File: src/rtl/dnn_pkg.sv
// dnn_pkg: shared definitions for the dnn_fc2_seq inference engine.
//   - state_e       : controller state encoding (IDLE, L1, L2, DONE)
//   - hw_width      : width of a hidden-layer value
//   - aw_width      : width of the output-layer accumulator
//   - cnt_width     : index counter width for a given bound (minimum 1)
//   - conv_out      : accumulator-to-output conversion; it saturates when
//                     DNN_FC2_SAT_EN is defined and wraps otherwise
package dnn_pkg;

  typedef enum logic [1:0] {
    IDLE = 2'd0,
    L1   = 2'd1,
    L2   = 2'd2,
    DONE = 2'd3
  } state_e;

  function automatic int hw_width(input int dw, input int n_in);
    return 2 * dw + $clog2(n_in);
  endfunction

  function automatic int aw_width(input int dw, input int n_in, input int n_hid);
    return hw_width(dw, n_in) + dw + $clog2(n_hid);
  endfunction

  function automatic int cnt_width(input int bound);
    return (bound > 1) ? $clog2(bound) : 1;
  endfunction

  // Maps a sign-extended accumulator value into the ow-bit signed range.
  // The caller keeps the low ow bits of the result.
  function automatic logic signed [63:0] conv_out(input logic signed [63:0] v,
                                                  input int ow);
`ifdef DNN_FC2_SAT_EN
    logic signed [63:0] hi;
    logic signed [63:0] lo;
    hi = (64'sd1 <<< (ow - 1)) - 64'sd1;
    lo = -(64'sd1 <<< (ow - 1));
    if (v > hi)      return hi;
    else if (v < lo) return lo;
    else             return v;
`else
    // Two's-complement wrap: keep ow LSBs, sign-extend from bit ow-1.
    return (v <<< (64 - ow)) >>> (64 - ow);
`endif
  endfunction

endpackage

File: src/rtl/dnn_fc2_seq_if.sv
// dnn_fc2_seq_if: operand-side and result-side handshake bundle.
//   in_valid/in_ready + x, w1, w2 : operand bundle from the feature/weight source
//   out_valid/out_ready + out      : results to the classifier-output consumer
// modport slave is used by the engine, modport master by the driving side.
interface dnn_fc2_seq_if #(
  parameter int DW    = 5,
  parameter int N_IN  = 4,
  parameter int N_HID = 4,
  parameter int N_OUT = 2,
  parameter int OW    = 17
);
  logic                      in_valid;
  logic                      in_ready;
  logic [N_IN*DW-1:0]        x;
  logic [N_IN*N_HID*DW-1:0]  w1;
  logic [N_HID*N_OUT*DW-1:0] w2;
  logic                      out_valid;
  logic                      out_ready;
  logic [N_OUT*OW-1:0]       out;

  modport master (
    output in_valid, x, w1, w2, out_ready,
    input  in_ready, out_valid, out
  );

  modport slave (
    input  in_valid, x, w1, w2, out_ready,
    output in_ready, out_valid, out
  );
endinterface

File: src/rtl/dnn_mac_unit.sv
// dnn_mac_unit: signed multiply-accumulate.
//   clk, rst_n : clock, asynchronous active-low reset
//   clr        : start a fresh sum (with en: acc <= a*b; alone: acc <= 0)
//   en         : accumulate a*b this cycle
//   a, b       : signed operands (AW_A and BW bits)
//   acc        : registered accumulator
//   sum        : combinational value acc will take if en is high
module dnn_mac_unit #(
  parameter int AW_A = 12,
  parameter int BW   = 5,
  parameter int ACCW = 19
) (
  input  logic                   clk,
  input  logic                   rst_n,
  input  logic                   clr,
  input  logic                   en,
  input  logic signed [AW_A-1:0] a,
  input  logic signed [BW-1:0]   b,
  output logic signed [ACCW-1:0] acc,
  output logic signed [ACCW-1:0] sum
);
  localparam int PW = AW_A + BW;

  logic signed [PW-1:0]   prod;
  logic signed [ACCW-1:0] base;

  assign prod = PW'(a) * PW'(b);
  assign base = clr ? '0 : acc;
  assign sum  = base + ACCW'(prod);

  always_ff @(posedge clk or negedge rst_n) begin
    if (!rst_n)   acc <= '0;
    else if (en)  acc <= sum;
    else if (clr) acc <= '0;
  end
endmodule

File: src/rtl/dnn_fc2_seq.sv
// dnn_fc2_seq: two-layer fully-connected inference engine
// (N_IN -> N_HID with ReLU -> N_OUT) on one shared, time-multiplexed MAC.
//   clk   : clock, rising edge
//   rst_n : asynchronous active-low reset, aborts any job in flight
//   bus   : dnn_fc2_seq_if.slave (operand and result handshakes)
// Build option: define DNN_FC2_SAT_EN to saturate outputs instead of wrapping.
module dnn_fc2_seq
  import dnn_pkg::*;
#(
  parameter int DW    = 5,
  parameter int N_IN  = 4,
  parameter int N_HID = 4,
  parameter int N_OUT = 2,
  parameter int OW    = 17
) (
  input  logic          clk,
  input  logic          rst_n,
  dnn_fc2_seq_if.slave  bus
);
  localparam int HW   = hw_width(DW, N_IN);
  localparam int AW   = aw_width(DW, N_IN, N_HID);
  localparam int IW   = cnt_width(N_IN);
  localparam int HCW  = cnt_width(N_HID);
  localparam int OCW  = cnt_width(N_OUT);
  localparam int W1N  = N_IN * N_HID;
  localparam int W2N  = N_HID * N_OUT;
  localparam int W1IW = cnt_width(W1N);
  localparam int W2IW = cnt_width(W2N);

  localparam logic [1:0] ST_IDLE = IDLE;
  localparam logic [1:0] ST_L1   = L1;
  localparam logic [1:0] ST_L2   = L2;
  localparam logic [1:0] ST_DONE = DONE;

  localparam logic [IW-1:0]  I_LAST = IW'(N_IN - 1);
  localparam logic [HCW-1:0] H_LAST = HCW'(N_HID - 1);
  localparam logic [OCW-1:0] O_LAST = OCW'(N_OUT - 1);
  localparam logic signed [AW-1:0] ACC_ZERO = '0;

  logic [1:0]     state;
  logic [IW-1:0]  i_cnt;
  logic [HCW-1:0] h_cnt;
  logic [OCW-1:0] o_cnt;
  logic           tail;      // last output group summed, its write-back pending
  logic           out_valid_r;

  logic signed [DW-1:0] x_in  [N_IN];
  logic signed [DW-1:0] w1_in [W1N];
  logic signed [DW-1:0] w2_in [W2N];
  logic signed [DW-1:0] x_r   [N_IN];
  logic signed [DW-1:0] w1_r  [W1N];
  logic signed [DW-1:0] w2_r  [W2N];
  logic signed [HW-1:0] hidden [N_HID];
  logic signed [OW-1:0] out_r  [N_OUT];

  logic                 mac_en;
  logic                 mac_clr;
  logic signed [HW-1:0] mac_a;
  logic signed [DW-1:0] mac_b;
  logic signed [AW-1:0] mac_acc;
  logic signed [AW-1:0] mac_sum;

  logic [W1IW-1:0]      w1_idx;
  logic [W2IW-1:0]      w2_idx;
  logic [OCW-1:0]       o_prev;
  logic signed [HW-1:0] hidden_next;
  logic signed [OW-1:0] out_conv;

  // Unpacked views of the flat operand ports.
  for (genvar gi = 0; gi < N_IN; gi++) begin : g_x
    assign x_in[gi] = bus.x[gi*DW +: DW];
  end
  for (genvar gi = 0; gi < W1N; gi++) begin : g_w1
    assign w1_in[gi] = bus.w1[gi*DW +: DW];
  end
  for (genvar gi = 0; gi < W2N; gi++) begin : g_w2
    assign w2_in[gi] = bus.w2[gi*DW +: DW];
  end
  for (genvar gi = 0; gi < N_OUT; gi++) begin : g_out
    assign bus.out[gi*OW +: OW] = out_r[gi];
  end

  assign bus.in_ready  = (state == ST_IDLE);
  assign bus.out_valid = out_valid_r;

  assign w1_idx      = W1IW'(int'(h_cnt) * N_IN + int'(i_cnt));
  assign w2_idx      = W2IW'(int'(o_cnt) * N_HID + int'(h_cnt));
  assign o_prev      = o_cnt - OCW'(1);
  assign hidden_next = (mac_sum < ACC_ZERO) ? '0 : HW'(mac_sum);
  assign out_conv    = OW'(conv_out(64'(mac_acc), OW));

  // Operand steering; the first term of every group restarts the sum.
  always_comb begin
    mac_en  = 1'b0;
    mac_clr = 1'b0;
    mac_a   = '0;
    mac_b   = '0;
    case (state)
      ST_L1: begin
        mac_en  = 1'b1;
        mac_clr = (i_cnt == '0);
        mac_a   = HW'(x_r[i_cnt]);
        mac_b   = w1_r[w1_idx];
      end
      ST_L2: begin
        if (!tail) begin
          mac_en  = 1'b1;
          mac_clr = (h_cnt == '0);
          mac_a   = hidden[h_cnt];
          mac_b   = w2_r[w2_idx];
        end
      end
      default: ;
    endcase
  end

  dnn_mac_unit #(
    .AW_A (HW),
    .BW   (DW),
    .ACCW (AW)
  ) u_mac (
    .clk   (clk),
    .rst_n (rst_n),
    .clr   (mac_clr),
    .en    (mac_en),
    .a     (mac_a),
    .b     (mac_b),
    .acc   (mac_acc),
    .sum   (mac_sum)
  );

  always_ff @(posedge clk or negedge rst_n) begin
    if (!rst_n) begin
      state       <= ST_IDLE;
      i_cnt       <= '0;
      h_cnt       <= '0;
      o_cnt       <= '0;
      tail        <= 1'b0;
      out_valid_r <= 1'b0;
      x_r         <= '{default: '0};
      w1_r        <= '{default: '0};
      w2_r        <= '{default: '0};
      hidden      <= '{default: '0};
      out_r       <= '{default: '0};
    end else begin
      case (state)
        ST_IDLE: begin
          if (bus.in_valid) begin
            x_r   <= x_in;
            w1_r  <= w1_in;
            w2_r  <= w2_in;
            i_cnt <= '0;
            h_cnt <= '0;
            o_cnt <= '0;
            state <= ST_L1;
          end
        end
        ST_L1: begin
          if (i_cnt == I_LAST) begin
            i_cnt         <= '0;
            hidden[h_cnt] <= hidden_next;
            if (h_cnt == H_LAST) begin
              h_cnt <= '0;
              state <= ST_L2;
            end else begin
              h_cnt <= h_cnt + HCW'(1);
            end
          end else begin
            i_cnt <= i_cnt + IW'(1);
          end
        end
        ST_L2: begin
          // Each output is written from the registered accumulator one cycle
          // after its group ends, overlapping the next group's first term;
          // the final group needs one extra (tail) cycle.
          if (tail) begin
            out_r[O_LAST] <= out_conv;
            tail          <= 1'b0;
            out_valid_r   <= 1'b1;
            state         <= ST_DONE;
          end else begin
            if (h_cnt == '0 && o_cnt != '0) out_r[o_prev] <= out_conv;
            if (h_cnt == H_LAST) begin
              h_cnt <= '0;
              if (o_cnt == O_LAST) begin
                o_cnt <= '0;
                tail  <= 1'b1;
              end else begin
                o_cnt <= o_cnt + OCW'(1);
              end
            end else begin
              h_cnt <= h_cnt + HCW'(1);
            end
          end
        end
        ST_DONE: begin
          if (bus.out_ready) begin
            out_valid_r <= 1'b0;
            state       <= ST_IDLE;
          end
        end
        default: state <= ST_IDLE;
      endcase
    end
  end
endmodule

File: src/flat_wrapper.sv
// flat-port wrapper written by rule: the top's interface ports become plain ports
module dnn_fc2_seq_flat import dnn_pkg::*;
#(
  parameter int DW    = 5,
  parameter int N_IN  = 4,
  parameter int N_HID = 4,
  parameter int N_OUT = 2,
  parameter int OW    = 17
)
  (clk, rst_n, bus_in_valid, bus_x, bus_w1, bus_w2, bus_out_ready, bus_in_ready, bus_out_valid, bus_out);
  dnn_fc2_seq_if #(.DW(DW), .N_IN(N_IN), .N_HID(N_HID), .N_OUT(N_OUT), .OW(OW)) bus_i ();
  input  logic clk;
  input  logic rst_n;
  input wire logic [$bits(bus_i.in_valid)-1:0] bus_in_valid;
  input wire logic [$bits(bus_i.x)-1:0] bus_x;
  input wire logic [$bits(bus_i.w1)-1:0] bus_w1;
  input wire logic [$bits(bus_i.w2)-1:0] bus_w2;
  input wire logic [$bits(bus_i.out_ready)-1:0] bus_out_ready;
  output wire logic [$bits(bus_i.in_ready)-1:0] bus_in_ready;
  output wire logic [$bits(bus_i.out_valid)-1:0] bus_out_valid;
  output wire logic [$bits(bus_i.out)-1:0] bus_out;
  assign bus_i.in_valid = bus_in_valid;
  assign bus_i.x = bus_x;
  assign bus_i.w1 = bus_w1;
  assign bus_i.w2 = bus_w2;
  assign bus_i.out_ready = bus_out_ready;
  assign bus_in_ready = bus_i.in_ready;
  assign bus_out_valid = bus_i.out_valid;
  assign bus_out = bus_i.out;
  dnn_fc2_seq #(.DW(DW), .N_IN(N_IN), .N_HID(N_HID), .N_OUT(N_OUT), .OW(OW)) u_core (.clk(clk), .rst_n(rst_n), .bus(bus_i));
endmodule
File: config.mk
export PLATFORM = sky130hd
export DESIGN_NAME = dnn_fc2_seq_flat
export DESIGN_NICKNAME = d
export VERILOG_FILES = /design/src/rtl/dnn_pkg.sv /design/src/rtl/dnn_fc2_seq_if.sv /design/src/rtl/dnn_mac_unit.sv /design/src/rtl/dnn_fc2_seq.sv /design/src/flat_wrapper.sv
export SDC_FILE = /design/constraint.sdc
export NUM_CORES = 1
export LEC_CHECK = 0
export ABC_AREA = 1
export BUFFER_PORTS_ARGS = -buffer_cell sky130_fd_sc_hd__clkbuf_2
export CORE_MARGIN = 2
export CORE_UTILIZATION = 55
export CTS_CLUSTER_DIAMETER = 80
export CTS_CLUSTER_SIZE = 12
export DETAILED_ROUTE_END_ITERATION = 6
export PLACE_DENSITY_LB_ADDON = 0.12
export SLEW_MARGIN = 10
export SYNTH_ARGS = -nofsm -noshare
export SYNTH_HDL_FRONTEND = slang
export SYNTH_SLANG_ARGS = --single-unit
File: constraint.sdc
create_clock -name clk -period 6.1 [get_ports clk]
set_clock_uncertainty 0.05 [all_clocks]
set_input_delay 0.305 -clock clk [delete_from_list [all_inputs] [get_ports clk]]
set_output_delay 0.305 -clock clk [all_outputs]
set_load 0.005 [all_outputs]
# After elaboration in Yosys (flattened, before gate mapping)
# Index checks and enable logic that the tools add are counted.
# word_totals
ff_bits	250
memories	0
romBits	0
latchBits	0
ram_bits	0
out_inout_bits	36
word_cells	150
# classes
shift	0
bitwise_logic	6
eq_ne	12
addsub	7
magnitude_cmp	8
n_reduce_logical	20
multipliers	1
n_div	0
muxes	55
# op_table
op	n
2-to-1 mux 12 bit	5
2-to-1 mux 17 bit	3
bitwise mux 48 bit	1
2-to-1 mux 19 bit	2
2-to-1 mux 5 bit	7
bitwise mux 34 bit	1
binary-select mux 12 bit (select 2 bit)	1
demux 12 bit (select 2 bit)	1
one-hot mux 12 bit (2 select lines)	1
binary-select mux 5 bit (select 4 bit)	1
2-to-1 mux 2 bit	10
adder 19 x 17 -> 19 bit	1
less-than comparator 19 x 1 -> 1 bit, second input constant	1
demux 17 bit (select 1 bit)	1
multiplier 12 x 5 -> 17 bit	1
binary-select mux 5 bit (select 3 bit)	1
2-to-1 mux 1 bit	11
binary-select mux 5 bit (select 2 bit)	1
one-hot mux 5 bit (2 select lines)	1
equality test 2 bit, second input constant	4
!= test 2 x 1 -> 1 bit, second input constant	4
one-hot mux 1 bit (2 select lines)	4
one-hot mux 2 bit (4 select lines)	1
AND reduction 2 bit	4
27 further kinds	41

# Depth between registers and ports, before layout
# Gate-level depths: netlist (run 1).
# depth
depth_word	12
mapped_depth	32

# Cells and area by module
# From an unflattened synthesis (run 1), not the netlist that was laid out.
# hier_totals
hier_cells	1761
hier_area_um2	14804.2
# modules_own_cells
module	instances	cells_each	seq_area_each_um2	area_per_inst_um2
dnn_fc2_seq	1	1223	5780.5	10923.0
dnn_mac_unit	1	538	475.5	3881.2

# Worst setup path before layout (run 1)
# OpenSTA, ideal clock, no wires.
# synth_path
path_type	reg2reg
from	register u_core.state[0]
to	register u_core.hidden[10] (netlist name)
path_slack_ns	0.807
t_required_ns	5.932
stages_incl_launch_ff	31
arrival_time_ns	5.124
setup_ns	0.118
path_cell_list	dfrtp_1 -> inv_1 -> ha_1 -> buf_2 -> inv_1 -> nor2_4 -> clkbuf_1 -> nand2_1 -> nand2_1 -> nand2_1 -> inv_1 -> nand2_1 -> fa_1 -> fa_1 -> inv_1 -> fa_1 -> inv_1 -> fa_1 -> inv_1 -> ha_1 -> nand3_2 -> nand2_2 -> nand2_1 -> nand2_1 -> nand2_1 -> nand2_1 -> nand3_2 -> buf_4 -> buf_6 -> nand4_1 -> nand2_1
# synth_between
elab_chain_len	7
elab_cells_between_ends	12
# synth_rtl
element	line	text
from (decl)	dnn_fc2_seq.sv:40	logic [1:0] state;
from (signal assigned)	dnn_fc2_seq.sv:134	state <= ST_IDLE;
from (signal assigned)	dnn_fc2_seq.sv:155	state <= ST_L1;
from (signal assigned)	dnn_fc2_seq.sv:164	state <= ST_L2;
equality test 2 bit / equality test 2 x 1 -> 1 bit (equally long branches)	dnn_fc2_seq.sv:98, dnn_fc2_seq.sv:146	
one-hot mux 12 bit (2 select lines) (tied with other cells)	dnn_fc2_seq.sv:98	case (state)
multiplier 12 x 5 -> 17 bit / 2-to-1 mux 19 bit (equally long branches)	--	
adder 19 x 17 -> 19 bit	dnn_mac_unit.sv:29	assign sum = base + ACCW'(prod);
less-than comparator 19 x 1 -> 1 bit	dnn_fc2_seq.sv:89	assign hidden_next = (mac_sum < ACC_ZERO) ? '0 : HW'(mac_sum);
2-to-1 mux 12 bit	dnn_fc2_seq.sv:89	
bitwise mux 48 bit	dnn_fc2_seq.sv:161	hidden[h_cnt] <= hidden_next;
to (signal, indexed assignment)	dnn_fc2_seq.sv:161	
to (decl)	dnn_fc2_seq.sv:53	logic signed [HW-1:0] hidden [N_HID];
# Parallel ways exist; a longest one is shown, timed or not.
# A chain may end at the register's enable or synchronous reset.

# Worst setup path in the final report (run 1)
# layout_path
from	register u_core.i_cnt[0]
to	register u_core.hidden[25] (netlist name)
# layout_between
elab_chain_len	11
elab_cells_between_ends	21
# layout_rtl
element	line	text
from (decl)	dnn_fc2_seq.sv:41	logic [IW-1:0] i_cnt;
from (signal assigned)	dnn_fc2_seq.sv:169	i_cnt <= i_cnt + IW'(1);
adder 4 x 2 -> 4 bit	dnn_fc2_seq.sv:86	assign w1_idx = W1IW'(int'(h_cnt) * N_IN + int'(i_cnt));
inverter 4 -> 5 bit (not written as such)	dnn_fc2_seq.sv:103	mac_b = w1_r[w1_idx];
binary-select mux 5 bit (select 4 bit)	dnn_fc2_seq.sv:103	
2-to-1 mux 5 bit (not written as such) (2 in a row)	dnn_fc2_seq.sv:103	
one-hot mux 5 bit (2 select lines)	dnn_fc2_seq.sv:98	
multiplier 12 x 5 -> 17 bit	dnn_mac_unit.sv:27	assign prod = PW'(a) * PW'(b);
adder 19 x 17 -> 19 bit	dnn_mac_unit.sv:29	
less-than comparator 19 x 1 -> 1 bit	dnn_fc2_seq.sv:89	
2-to-1 mux 12 bit	dnn_fc2_seq.sv:89	
bitwise mux 48 bit	dnn_fc2_seq.sv:161	
# Parallel ways exist; a longest one is shown, timed or not. The select of a mux whose other input is x is not followed.

==> Implementation_results.wiki, run 1 <==
{| class="wikitable"
! Metric !! Value
|-
| Outcome || completed
|-
| Total Routing Usage GR || 0.2858
|-
| Primary flip-flop cell chosen by synthesis mapping || sky130_fd_sc_hd__dfrtp_1
|-
| Yosys top cell by area || sky130_fd_sc_hd__dfrtp_1
|-
| Clock slew seen by the registers of the worst setup and hold paths || around 60 ps
|-
| Remaining antenna violation count || 0
|-
| Buffer type at the clock tree root || sky130_fd_sc_hd__clkbuf_16
|-
| Part of the Yosys area used for sequential elements || 0.4338
|-
| Syn_area_per_cell || approximately 9.4 um^2
|-
| Via count of the first global-routing pass || about 12000
|-
| Core utilization of the finished layout || 0.6775
|-
| Max-cap viol count || 0
|-
| Fin. max-slew vios || 0
|-
| Relative slew slack || 0.2639
|-
| Full die area || roughly 28000 um^2
|-
| Path category of the worst min-delay check || in2reg
|-
| DRC || 0
|-
| Flop and latch count out of synthesis || between 200 and 300
|-
| CTS Buffer Depth || 3
|-
| Synth top area cells || sky130_fd_sc_hd__dfrtp_1, sky130_fd_sc_hd__mux2_2, sky130_fd_sc_hd__fa_1
|-
| Global-route congestion overflow total || 0
|-
| Worst setup path category || reg2reg
|-
| Setup slack on the worst flop-to-flop path || about 360 ps
|-
| Total number of vias || between 10000 and 15000
|-
| Top-area cell type share of the netlist area || 0.4338
|-
| Non-filler instance count after layout || ~2200
|-
| Routed wire length || just under 40000 um
|-
| Count of port buffers added during placement || approximately 180
|-
| Placer's final routability congestion estimate || 0.9364
|-
| Synthesized Nets || about 1800
|-
| Vias per cell || 5.653
|-
| Maximum level of the CTS H-tree || 1
|-
| Area growth from synthesis to layout || 21.72%
|-
| I/O pin cnt || 180
|-
| Largest net degree at the start of global routing || 130
|-
| Count of nets after finishing || 2064
|-
| Endpoints failing hold || 0
|-
| DP Wirelength || 26440 um
|-
| Initial standard-cell utilization of the core || 0.5566
|-
| Clock Sink Count || 250
|-
| Cell row count || 59
|-
| X dimension of the die || 165.9 um
|-
| Pwr Density || between 500 and 600 nW/um^2
|-
| Worst hold start || bus_x[13]
|-
| Num CTS Buffers || 24
|-
| Clock tree from TritonCTS || done
|-
| Syn. warnings || 0
|-
| Crit path arrival time || a little over 6000 ps
|-
| Iteration-0 DRC Markers || 1100
|-
| Insertion delay of the later-clocked pin in the worst-skew pair || around 520 ps
|-
| Reg2Reg Launch Point || u_core.i_cnt[0]
|-
| IR drop worst, VDD || roughly 0.33 mV
|-
| Number of cell instances on the worst register-to-register path || 24
|-
| Cell area after synthesis || 14420 um^2
|-
| Drt wl/cell || ~18 um
|-
| Gate Count Post-Synth || between 1500 and 2000
|-
| Hold path endpoint || u_core.x_r[8]
|-
| Standby leakage power || 8.822 nW
|-
| Core area || 25910 um^2
|-
| Worst slew pin tran || about 1100 ps
|-
| Data required, critical path || 6510 ps
|-
| Critical path launch point type || flop
|-
| Layout cell share with drive strength beyond 1 || 0.2198
|-
| Achievable clock frequency || approximately 0.17 GHz
|-
| Final setup vio count || 0
|-
| Number of cells on the worst hold path || 3
|-
| Die Span Y || about 170 um
|-
| Post-synth EDFFs || 0
|-
| Ratio of final minimum period to clock period || 0.9409
|-
| Detailed-router iteration count before antenna repair || 5
|-
| Worst-path fanout max || a little under 50
|-
| Global-route wire length before repair || between 60000 and 70000 um
|-
| Placed insts || about 2000
|-
| End of the worst register-to-register path || u_core.hidden[25]
|-
| Minimum clock period after layout || between 5000 and 6000 ps
|-
| Count of distinct cell types in the synthesized netlist || 38
|-
| FFs w/ async S/R, synth || 1.000
|-
| Initial antenna violation count || 2
|-
| Capturing element type of the critical path || flop
|}
[routing by layer]
layer,vias to the layer above,share of wire,GRT usage
met5,-,0,0
met2,465,0.46,0.4563
met3,86,0.063,0.03789
li1,5664,-,-
met1,5944,0.44,0.4135
met4,0,0.032,0.08166
[report_power, final]
group	switching [W]	internal (W)	leakage, nW
logic	0.00312	0.00192	5.37
registers	0.000386	0.00234	3.14
clock network	0.000589	0.000726	0.313
total	0.00409	0.00499	8.82
[critical path, cell delays in order, from the launching register on]
cell and delay (ps):
sky130_fd_sc_hd__dfrtp_2 520, sky130_fd_sc_hd__inv_2 90, sky130_fd_sc_hd__buf_4 250, sky130_fd_sc_hd__nor2_1 70, sky130_fd_sc_hd__o211ai_1 270, sky130_fd_sc_hd__nand3_1 140
sky130_fd_sc_hd__nand2_1 120, sky130_fd_sc_hd__nand2_1 100, sky130_fd_sc_hd__buf_4 230, sky130_fd_sc_hd__a21oi_1 370, sky130_fd_sc_hd__fa_1 600, sky130_fd_sc_hd__fa_1 550
sky130_fd_sc_hd__fa_1 520, sky130_fd_sc_hd__ha_1 310, sky130_fd_sc_hd__ha_1 350, sky130_fd_sc_hd__nand2_1 160, sky130_fd_sc_hd__inv_1 50, sky130_fd_sc_hd__nand2_1 60
sky130_fd_sc_hd__nand2_1 50, sky130_fd_sc_hd__a21oi_1 120, sky130_fd_sc_hd__nand2_1 100, sky130_fd_sc_hd__nand3_2 110, sky130_fd_sc_hd__buf_12 230, sky130_fd_sc_hd__nand4_1 130
sky130_fd_sc_hd__nand2_1 80
[worst max path at each step]
stage,startpoint,slack (ps),cells after the start,endpoint
floorplan,u_core.state[0],810,30,u_core.hidden[10]
global placement,u_core.h_cnt[1],440,23,u_core.u_mac.acc[18]
detailed placement,u_core.h_cnt[0],340,20,u_core.hidden[20]
CTS,u_core.h_cnt[0],330,20,u_core.hidden[20]
global route,u_core.h_cnt[1],-6,25,u_core.hidden[20]
finish,u_core.i_cnt[0],360,24,u_core.hidden[25]
[per-stage QoR]
step	total power [W]	hold slack [ps]	cell area, um^2	setup slack (ps)	setup TNS (ps)
final	0.009078	1.209	17560	360.6	0
after global routing	0.009788	5.850	17560	-6.105	-10.35
after CTS	0.008982	0.1495	17490	329.0	0
after detailed placement	0.007556	411.0	15540	339.4	0
after global placement	0.007456	407.2	15540	436.0	0
after floorplan	0.006184	-40.59	14420	807.5	0
[cell families after synthesis]
family | count (synthesis) | synth area share
muxes | 134 | 0.1046
xor gates and xnor gates | 12 | 0.007288
AOI/OAI and AO/OA | 263 | 0.1014
buffers and inverters | 200 | 0.06264
DFF | 250 | 0.4338
and+or+nand+nor | 567 | 0.1654
adders and majority gates | 108 | 0.1249
[cells in the final DEF, fill, tap and decap left out, types with 3 or more instances in the layout]
cell | netlist | layout
sky130_fd_sc_hd__nor2_1 | 150 | 150
sky130_fd_sc_hd__xor2_1 | 9 | 6
sky130_fd_sc_hd__xor2_2 | 0 | 3
sky130_fd_sc_hd__buf_12 | 0 | 5
sky130_fd_sc_hd__o221ai_1 | 4 | 4
sky130_fd_sc_hd__o211ai_1 | 22 | 22
sky130_fd_sc_hd__clkbuf_16 | 0 | 25
sky130_fd_sc_hd__clkbuf_2 | 0 | 178
sky130_fd_sc_hd__xnor2_1 | 3 | 3
sky130_fd_sc_hd__inv_1 | 107 | 106
sky130_fd_sc_hd__mux2_2 | 134 | 134
sky130_fd_sc_hd__a21boi_0 | 3 | 3
sky130_fd_sc_hd__nand2_1 | 299 | 297
sky130_fd_sc_hd__nand4_1 | 55 | 55
sky130_fd_sc_hd__nand3_1 | 46 | 46
sky130_fd_sc_hd__a21oi_2 | 3 | 3
sky130_fd_sc_hd__ha_1 | 48 | 48
sky130_fd_sc_hd__inv_2 | 4 | 4
sky130_fd_sc_hd__nand2_2 | 8 | 9
sky130_fd_sc_hd__dlygate4sd3_1 | 0 | 132
sky130_fd_sc_hd__dfrtp_1 | 250 | 248
sky130_fd_sc_hd__o22ai_1 | 18 | 18
sky130_fd_sc_hd__clkbuf_1 | 28 | 4
sky130_fd_sc_hd__o21ai_0 | 143 | 143
sky130_fd_sc_hd__buf_4 | 5 | 23
sky130_fd_sc_hd__a21oi_1 | 61 | 61
sky130_fd_sc_hd__fa_1 | 60 | 60
[cell type report]
class,instances,area [um^2]
Antenna cell,1,2.502
Clock buffer,29,640.6
Fill cell,2050,8356
Inverter,112,427.9
Tap cell,335,419.2
Timing Repair Buffer,340,2511
Multi-Input combinational cell,1084,7296
Sequential cell,250,6259
[synthesized netlist by cell type (all sizes together), types with 2 or more instances]
master,n
a21boi,5
a21oi,64
buf,60
clkbuf,28
dfrtp,250
fa,60
ha,48
inv,111
mux2,134
nand2,307
nand2b,2
nand3,48
nand3b,2
nand4,55
nor2,151
o211ai,24
o21ai,144
o21bai,2
o221ai,4
o22ai,18
xnor2,3
xor2,9
[sequential cells by signal (all words and copies together), names as in the netlist]
signal and cells:
u_core.u_mac.acc 19, u_core.x_r 20, u_core.i_cnt 2, u_core.bus.out 34
u_core.w1_r 80, u_core.h_cnt 2, u_core.tail 1, u_core.bus.out_valid 1
u_core.w2_r 40, u_core.hidden 48, u_core.o_cnt 1, u_core.state 2
[what timing repair did]
action,in CTS,in global routing
hold buffers,131,1
gates resized for setup,0,7
endpoints found under the hold margin,251,1
buffers inserted,0,2
setup endpoints to repair,0,40
No activity file was read; power rests on OpenSTA's default activity.
==> inputs of run 2 (changes only) <==
--- a/config.mk
+++ b/config.mk
@@ -12,6 +12,7 @@
 export CTS_CLUSTER_DIAMETER = 80
 export CTS_CLUSTER_SIZE = 12
 export DETAILED_ROUTE_END_ITERATION = 6
+export MAX_ROUTING_LAYER = met4
 export PLACE_DENSITY_LB_ADDON = 0.12
 export SLEW_MARGIN = 10
 export SYNTH_ARGS = -nofsm -noshare
==> run 2 against run 1 <==
  * Hold slack improved by 17 ps
  * Combinational power up 1%
  * Sequential power about the same
  * Clock power about the same
  * First-iteration DRC count grew 16%
  * Via count up 0.97%
  * Cell count grew 0.33%
  * Register-to-register slack worse by 20 ps
==> Implementation_results.wiki, run 2 (same netlist as run 1, synthesis figures left out) <==
{| class="wikitable"
! Metric !! Value
|-
| Setup repair after global routing missed its margin || false
|-
| Count of nets after finishing || 2073 (+0.44%)
|-
| Iteration-0 DRC Markers || 1275 (+16%)
|-
| Count of antenna diodes in the layout || 0 (-1)
|-
| Initial antenna violation count || 0 (-2)
|-
| Global-route congestion overflow total || 0 (unchanged)
|-
| Cell row count || 59 (unchanged)
|-
| Outcome || completed
|-
| Detailed-router iteration count before antenna repair || 5 (unchanged)
|-
| Reported net switching power || 0.004144 W (+1.3%)
|-
| Worst-path fanout max || 49 (unchanged)
|-
| Worst slew pin tran || 1107 ps (+6.030 ps)
|-
| Worst setup path category || reg2reg
|-
| Layout cell share with drive strength beyond 1 || 0.2172 (-0.002610)
|-
| I/O pin cnt || 180 (unchanged)
|-
| Standby leakage power || 8.864 nW (+0.47%)
|-
| Achievable clock frequency || 0.1736 GHz (-0.39%)
|-
| Drt wl/cell || 18.92 um (+3.4%)
|-
| Total number of vias || 12277 (+0.97%)
|-
| Smallest setup slack after layout || 338.1 ps (-22.53 ps)
|-
| Buffer type at the clock tree root || sky130_fd_sc_hd__clkbuf_16
|-
| Placer's final routability congestion estimate || 0.9559 (+2.1%)
|-
| Highest-count cells in the layout ignoring fill and taps || sky130_fd_sc_hd__nand2_1, sky130_fd_sc_hd__dfrtp_1, sky130_fd_sc_hd__clkbuf_2
|-
| Total Routing Usage GR || 0.3078 (+0.02200)
|-
| Initial standard-cell utilization of the core || 0.5566 (unchanged)
|-
| Flip-flop count of the largest register after layout || 80 (unchanged)
|-
| Remaining antenna violation count || 0 (unchanged)
|-
| Power share of the sequential group || 0.296 (-0.004)
|-
| Fin. max-slew vios || 0 (unchanged)
|-
| Clock slew seen by the registers of the worst setup and hold paths || 60 ps (about the same)
|-
| Register containing the most flip-flops in the final layout || u_core.w1_r
|-
| Clock Sink Count || 250 (unchanged)
|-
| Internal power || 0.004972 W (-0.27%)
|-
| Pwr Density || 517.6 nW/um^2 (about the same)
|-
| Area growth from synthesis to layout || 22.12%
|-
| Path category of the worst min-delay check || in2reg
|-
| DRC || 0 (unchanged)
|-
| Biggest regs || u_core.w1_r x80, u_core.hidden x48, u_core.w2_r x40
|-
| Max-cap viol count || 0 (unchanged)
|-
| Relative contribution of the clock network to total power || 0.145 (about the same)
|-
| Relative slew slack || 0.2599 (-0.004031)
|-
| Core utilization of the finished layout || 0.6798 (+0.002221)
|-
| Setup slack on the worst flop-to-flop path || 340 ps (-20 ps)
|-
| Footprint of the flip-flops and latches || 6259 um^2 (unchanged)
|-
| Full die area || 27530 um^2 (unchanged)
|-
| DP Wirelength || 26390 um (-0.20%)
|-
| CTS Buffer Depth || 3 (unchanged)
|-
| IR drop worst, VDD || 0.3472 mV (+4.2%)
|-
| Most common cell after layout, fill and taps aside || sky130_fd_sc_hd__nand2_1
|-
| Routed wire length || 40840 um (+3.8%)
|-
| Capturing element type of the critical path || flop
|-
| Multi-input logic area || 7278 um^2 (-0.24%)
|-
| Largest net degree at the start of global routing || 136 (+4.6%)
|-
| Ratio of final minimum period to clock period || 0.9446 (+0.003694)
|-
| Insertion delay of the later-clocked pin in the worst-skew pair || 540 ps (+20 ps)
|-
| Post-Route Setup TNS || 0 ps (unchanged)
|-
| Count of port buffers added during placement || 179 (unchanged)
|-
| Data required, critical path || 6480 ps (-30 ps)
|-
| Combinational cell fraction of total power || 0.559 (+0.004)
|-
| Critical path launch point type || flop
|-
| X dimension of the die || 165.9 um (unchanged)
|-
| Num CTS Buffers || 24 (unchanged)
|-
| Final setup vio count || 0 (unchanged)
|-
| Die Span Y || 165.9 um (unchanged)
|-
| Layout fillers || 1975 (-3.7%)
|-
| Switching part of the total || 0.4546 (+0.003777)
|-
| Setup fix buffers added after clock tree synthesis || 0 (unchanged)
|-
| Via count of the first global-routing pass || 12467 (+3.1%)
|-
| Maximum level of the CTS H-tree || 1 (unchanged)
|-
| Endpoints failing hold || 0 (unchanged)
|-
| Worst slack at placement || 389.8 ps (+50.41 ps)
|-
| Minimum clock period after layout || 5762 ps (+22.53 ps)
|-
| Crit path arrival time || 6140 ps (about the same)
|-
| Clock tree from TritonCTS || done
|-
| Vias per cell || 5.689 (+0.64%)
|-
| Core area || 25910 um^2 (unchanged)
|-
| Global-route wire length before repair || 66650 um (+4.1%)
|}
[run 2: changes by cell type in the layout (fill, tap and decap cells not counted), moves of 2 or more]
cell | previous run | this run
sky130_fd_sc_hd__clkbuf_1 | 4 | 2
sky130_fd_sc_hd__clkinvlp_4 | 2 | 0
sky130_fd_sc_hd__dlygate4sd3_1 | 132 | 140
sky130_fd_sc_hd__xor2_1 | 6 | 8
sky130_fd_sc_hd__xor2_2 | 3 | 1
[run 2: stage by stage]
step                hold slack (ps)  power, W  area [um^2]  instances
floorplan                    -40.59  0.006184        14420       1534
global placement              395.3  0.007484        15560       1990
detailed placement            397.0  0.007584        15560       1990
CTS                           5.017  0.009027        17600       2158
global route                  21.73  0.009834        17610       2158
finish                        17.84  0.009116        17610       2158
[run 2: path summary, 6_finish.rpt]
kind | start | to | depth (start not counted)
max | u_core.i_cnt[0] | u_core.u_mac.acc[18] | 27
min | bus_x[13] | u_core.x_r[8] | 3
max reg2reg | u_core.i_cnt[0] | u_core.u_mac.acc[18] | 27
min reg2reg | u_core.hidden[15] | u_core.hidden[15] | 2
max in group asynchronous | rst_n | u_core.i_cnt[0] | 3
min in group asynchronous | rst_n | u_core.bus.out[32] | 2
[run 2: power by group through the flow]
stage | Sequential (W) | Combinational (W) | Clock (W)
floorplan | 0.00260 | 0.00359 | 0
global placement | 0.00267 | 0.00482 | 0
detailed placement | 0.00269 | 0.00489 | 0
CTS | 0.00266 | 0.00501 | 0.00135
global route | 0.00277 | 0.00565 | 0.00141
finish | 0.00270 | 0.00509 | 0.00133
[run 2: timing repair]
action / 4_1_cts / 5_1_grt
gates resized for setup: 0 / 2
endpoints found under the hold margin: 254 / 0
endpoints found under the setup margin: 0 / 34
hold buffers: 140 / 0
[run 2: per-layer routing]
layer,track usage,vias up,part of all wire
met5,-,-,0
met4,0.08053,0,0.025
met3,0.04981,79,0.066
met2,0.4777,480,0.47
met1,0.4264,6047,0.44
li1,-,5671,-
[run 2: layout make-up]
type,count,area share
multi-input combinational,1084,0.4132
inverter,112,0.02387
timing repair buffer,349,0.1475
clock inverter,1,0.0009235
sequential,250,0.3553
clock buffer,27,0.03531
tap,335,0.02380
[run 2: worst max-delay path, stage by stage, from the launching register on]
cell	delay [ps]
sky130_fd_sc_hd__dfrtp_2	420
sky130_fd_sc_hd__inv_2	200
sky130_fd_sc_hd__buf_4	200
sky130_fd_sc_hd__nor2_1	50
sky130_fd_sc_hd__o211ai_1	330
sky130_fd_sc_hd__nand3_1	110
sky130_fd_sc_hd__nand2_1	140
sky130_fd_sc_hd__nand2_2	170
sky130_fd_sc_hd__nand2_2	170
sky130_fd_sc_hd__nand2_1	270
sky130_fd_sc_hd__fa_1	620
sky130_fd_sc_hd__inv_1	50
sky130_fd_sc_hd__fa_1	470
sky130_fd_sc_hd__fa_1	510
sky130_fd_sc_hd__ha_1	310
sky130_fd_sc_hd__ha_1	360
sky130_fd_sc_hd__nand2_1	110
sky130_fd_sc_hd__nor2_1	150
sky130_fd_sc_hd__inv_1	80
sky130_fd_sc_hd__nor3_2	120
sky130_fd_sc_hd__nand2_1	70
sky130_fd_sc_hd__nand2_1	100
sky130_fd_sc_hd__inv_1	60
sky130_fd_sc_hd__nand2_2	80
sky130_fd_sc_hd__buf_12	220
sky130_fd_sc_hd__nand2_1	80
sky130_fd_sc_hd__nand2_1	60
sky130_fd_sc_hd__nand2_1	50
==> inputs of run 3 (changes only) <==
--- a/config.mk
+++ b/config.mk
@@ -5,7 +5,6 @@
 export SDC_FILE = /design/constraint.sdc
 export NUM_CORES = 1
 export LEC_CHECK = 0
-export ABC_AREA = 1
 export BUFFER_PORTS_ARGS = -buffer_cell sky130_fd_sc_hd__clkbuf_2
 export CORE_MARGIN = 2
 export CORE_UTILIZATION = 55
==> run 3 against run 2 <==
  * Die area decreased by 3.4%
  * First-iteration DRC count decreased by 54%
  * Combinational power increased by 30%
  * The flow now finishes with violations (negative setup slack)
  * Setup slack got worse by 370 ps
  * Critical path depth decreased by 7
  * Synthesized area decreased by 3.5%
  * Non-clock buffer count increased by 43
  * Fmax decreased by 6.0%
  * Hold slack improved by 13 ps
  * Critical path type unchanged
  * Global-route usage decreased by 2.5 points
==> Implementation_results.wiki, run 3 <==
{| class="wikitable"
! Metric !! Value
|-
| Top cell types by occurrence after synthesis || sky130_fd_sc_hd__dfrtp_1, sky130_fd_sc_hd__mux2_2, sky130_fd_sc_hd__nand2_1, sky130_fd_sc_hd__fa_1, sky130_fd_sc_hd__nor2_1
|-
| Layout fillers || 1695 (-14%)
|-
| Buffer type at the clock tree root || sky130_fd_sc_hd__clkbuf_16
|-
| Syn_area_per_cell || 12.67 um^2 (+35%)
|-
| Simple logic cell fraction of the synthesized area || 0.07558 (-0.08977)
|-
| Iteration-0 DRC Markers || 592 (-54%)
|-
| Max-cap viol count || 0 (unchanged)
|-
| Dominant cell by count in the synthesized netlist || sky130_fd_sc_hd__dfrtp_1
|-
| Met1 track demand over resource || 0.3631 (-0.06327)
|-
| Worst slew pin tran || 1172 ps (+64.45 ps)
|-
| Dominant combinational cell family by area after synthesis || multiplexers
|-
| Worst-path fanout max || 11 (-78%)
|-
| Cell row count || 58 (-1.7%)
|-
| Area growth from synthesis to layout || 30.08%
|-
| IR drop worst, VDD || 0.3767 mV (+8.5%)
|-
| CTS Buffer Depth || 3 (unchanged)
|-
| Setup crit start || u_core.i_cnt[0]
|-
| Die Span Y || 163.1 um (-1.7%)
|-
| Global-route congestion overflow total || 0 (unchanged)
|-
| Overall power of the completed layout || 0.01067 W (+17%)
|-
| Crit path arrival time || 6490 ps (+350 ps)
|-
| Largest net degree at the start of global routing || 137 (+0.74%)
|-
| Routed wire length || 36600 um (-10%)
|-
| Initial antenna violation count || 2 (+2)
|-
| FFs w/ async S/R, synth || 1.000 (unchanged)
|-
| Count of nets after finishing || 1714 (-17%)
|-
| Most used routing layer in global routing || met2
|-
| Full die area || 26600 um^2 (-3.4%)
|-
| Total Routing Usage GR || 0.2827 (-0.02505)
|-
| Insertion delay of the later-clocked pin in the worst-skew pair || 530 ps (about the same)
|-
| Cell area after synthesis || 13920 um^2 (-3.5%)
|-
| Count of port buffers added during placement || 179 (unchanged)
|-
| Placer's final routability congestion estimate || 0.8658 (-9.4%)
|-
| Fin. max-slew vios || 0 (unchanged)
|-
| Flip-flop count of the largest register after layout || 80 (unchanged)
|-
| Violated checks || negative setup slack
|-
| Share of the synthesized area in compound gates (AO/OA/AOI/OAI) || 0.06309 (-0.03832)
|-
| Global-route wire length before repair || 56460 um (-15%)
|-
| Data required, critical path || 6460 ps (-20 ps)
|-
| Smallest setup slack after layout || -32.31 ps (-370.4 ps)
|-
| Part of the Yosys area used for sequential elements || 0.4494 (+0.01559)
|-
| Register containing the most flip-flops in the final layout || u_core.w1_r
|-
| Num CTS Buffers || 24 (unchanged)
|-
| Clock tree from TritonCTS || done
|-
| Remaining antenna violation count || 0 (unchanged)
|-
| Gate Count Post-Synth || 1099 (-28%)
|-
| Syn. warnings || 0 (unchanged)
|-
| Worst setup path category || reg2reg
|-
| Synth top area cells || sky130_fd_sc_hd__dfrtp_1, sky130_fd_sc_hd__mux2_2, sky130_fd_sc_hd__fa_1
|-
| Maximum level of the CTS H-tree || 1 (unchanged)
|-
| Outcome || finished with violations
|-
| Met2 demand-to-capacity share in global routing || 0.4705 (-0.007188)
|-
| Synthesized Nets || 1351 (-24%)
|-
| Vias per cell || 5.605 (-1.5%)
|-
| Placed cell areas || 15350 um^2 (-1.4%)
|-
| Primary flip-flop cell chosen by synthesis mapping || sky130_fd_sc_hd__dfrtp_1
|-
| Relative slew slack || 0.2168 (-0.04309)
|-
| Top-area cell type share of the netlist area || 0.4494 (+0.01559)
|-
| Met3 track demand over resource in global routing || 0.04495 (-0.004863)
|-
| Post-synth EDFFs || 0 (unchanged)
|-
| Drt wl/cell || 20.39 um (+7.7%)
|-
| Clock slew seen by the registers of the worst setup and hold paths || 70 ps (about the same)
|-
| Capturing element type of the critical path || flop
|-
| Detailed-router iteration count before antenna repair || 7 (+2)
|-
| Setup slack on the worst flop-to-flop path || -30 ps (-370 ps)
|-
| Final design area excluding fillers || 18110 um^2 (+2.8%)
|-
| Achievable clock frequency || 0.1631 GHz (-6.0%)
|-
| Minimum clock period after layout || 6132 ps (+370.4 ps)
|-
| Via count of the first global-routing pass || 10491 (-16%)
|-
| Highest-count cells in the layout ignoring fill and taps || sky130_fd_sc_hd__dfrtp_1, sky130_fd_sc_hd__clkbuf_2, sky130_fd_sc_hd__mux2_2
|-
| Initial standard-cell utilization of the core || 0.5561 (about the same)
|-
| Flop and latch count out of synthesis || 250 (unchanged)
|-
| Reg2Reg Launch Point || u_core.i_cnt[0]
|-
| Share of cell area taken by muxes after synthesis || 0.2364 (+0.1317)
|-
| Ratio of final minimum period to clock period || 1.005 (+0.06072)
|-
| Worst hold start || bus_out_ready
|-
| Pwr Density || 589.1 nW/um^2 (+14%)
|-
| Critical path launch point type || flop
|-
| Final setup vio count || 6 (+6)
|-
| Core area || 25040 um^2 (-3.4%)
|-
| Total number of vias || 10061 (-18%)
|-
| Layout cell share with drive strength beyond 1 || 0.3985 (+0.1813)
|-
| Biggest regs || u_core.w1_r x80, u_core.hidden x48, u_core.w2_r x40
|-
| I/O pin cnt || 180 (unchanged)
|-
| Most common cell after layout, fill and taps aside || sky130_fd_sc_hd__dfrtp_1
|-
| Path category of the worst min-delay check || in2reg
|-
| Standby leakage power || 8.489 nW (-4.2%)
|-
| Count of distinct cell types in the synthesized netlist || 51 (+34%)
|-
| Yosys top cell by area || sky130_fd_sc_hd__dfrtp_1
|-
| Endpoints failing hold || 0 (unchanged)
|-
| X dimension of the die || 163.1 um (-1.7%)
|-
| Clock Sink Count || 250 (unchanged)
|-
| DRC || 0 (unchanged)
|-
| Setup repair after global routing missed its margin || true
|-
| XOR/XNOR Fraction of Synth Area || 0.01132 (+0.004037)
|-
| Adder-cell share of the synthesized area || 0.1294 (+0.004491)
|-
| DP Wirelength || 23400 um (-11%)
|}
run 3: cell count changes after synthesis, sizes merged, moves of 40 or more:
cell	before	now
o21ai	144	49
mux2	134	177
nand3	48	8
nand2	307	135
a21oi	64	20
nand4	55	2
inv	111	48
mux4	0	52
nor2	151	61
run 3: logic make-up (layout without fill, tap and decap cells):
| family | count (synthesis) | count (layout) |
|---|---|---|
| buf+inv | 104 | 468 |
| fa+ha+maj | 108 | 108 |
| simple gates | 247 | 247 |
| other cells | 0 | 2 |
| mux | 236 | 236 |
| flops | 250 | 250 |
| compound gates | 136 | 136 |
| xor+xnor | 18 | 18 |
run 3: final timing paths:
check,to,depth (start not counted)
max in group asynchronous,u_core.w1_r[48],3
worst min-delay path,u_core.bus.out_valid,3
worst min register to register,u_core.hidden[2],2
worst max register to register,u_core.hidden[31],20
worst max-delay path,u_core.hidden[31],20
min in group asynchronous,u_core.bus.out[7],2
run 3: final cells by class:
| class | count | area [um^2] | area share |
|---|---|---|---|
| Antenna cell | 2 | 5.005 | 0.0002764 |
| Clock buffer | 27 | 643.1 | 0.03551 |
| Inverter | 49 | 183.9 | 0.01016 |
| Multi-Input combinational cell | 745 | 7536 | 0.4161 |
| Sequential cell | 250 | 6259 | 0.3456 |
| Tap cell | 330 | 412.9 | 0.02280 |
| Timing Repair Buffer | 392 | 3070 | 0.1695 |
run 3: per-layer routing:
metal | vias to the layer above | share of wire
met5 | - | 0
met3 | 65 | 0.055
met1 | 5103 | 0.40
li1 | 4584 | -
met4 | 0 | 0.028
met2 | 309 | 0.51
run 3: repair_timing:
item | in CTS | in global routing
hold buffers | 140 | 0
buffers inserted | 11 | 10
gates cloned | 4 | 5
endpoints found under the setup margin | 51 | 56
resized for setup | 58 | 66
hold endpoints to repair | 253 | 0
pin swaps | 14 | 32
run 3: power by group:
group | total (W) | internal, W | leakage [nW] | switching [W]
combinational | 0.00661 | 0.00317 | 5.01 | 0.00344
clock | 0.00134 | 0.000732 | 0.316 | 0.000606
sequential | 0.00272 | 0.00231 | 3.16 | 0.000413
total | 0.0107 | 0.00621 | 8.49 | 0.00446
run 3: through the flow:
| stage | setup slack, ps | hold WS [ps] | std cells | TNS [ps] | util |
|---|---|---|---|---|---|
| 2_1_floorplan | 8.482 | -40.59 | 1099 | 0 | - |
| 3_3_place_gp | -95.29 | 379.3 | 1599 | -4273 | 0.6129 |
| 3_5_place_dp | -167.8 | 379.5 | 1599 | -7214 | 0.6129 |
| 6_report | -32.31 | 30.48 | 1795 | -65.25 | 0.7233 |
| 5_1_grt | -213.8 | 11.99 | 1795 | -6990 | 0.7233 |
| 4_1_cts | 9.419 | 10.75 | 1781 | 0 | 0.7115 |
run 3: worst max-delay path, cell delays in order (launching register included):
cell and delay [ps]:
sky130_fd_sc_hd__dfrtp_2 450, sky130_fd_sc_hd__buf_6 130, sky130_fd_sc_hd__buf_12 110, sky130_fd_sc_hd__mux4_2 540, sky130_fd_sc_hd__mux4_2 530, sky130_fd_sc_hd__a21oi_4 210, sky130_fd_sc_hd__buf_8 180, sky130_fd_sc_hd__nor2_1 60
sky130_fd_sc_hd__fa_1 490, sky130_fd_sc_hd__fa_1 590, sky130_fd_sc_hd__fa_1 420, sky130_fd_sc_hd__ha_1 290, sky130_fd_sc_hd__ha_1 300, sky130_fd_sc_hd__or3_1 390, sky130_fd_sc_hd__a21oi_2 200, sky130_fd_sc_hd__a211oi_2 70
sky130_fd_sc_hd__o21a_2 260, sky130_fd_sc_hd__xnor2_4 190, sky130_fd_sc_hd__buf_4 170, sky130_fd_sc_hd__buf_12 130, sky130_fd_sc_hd__o31ai_2 240
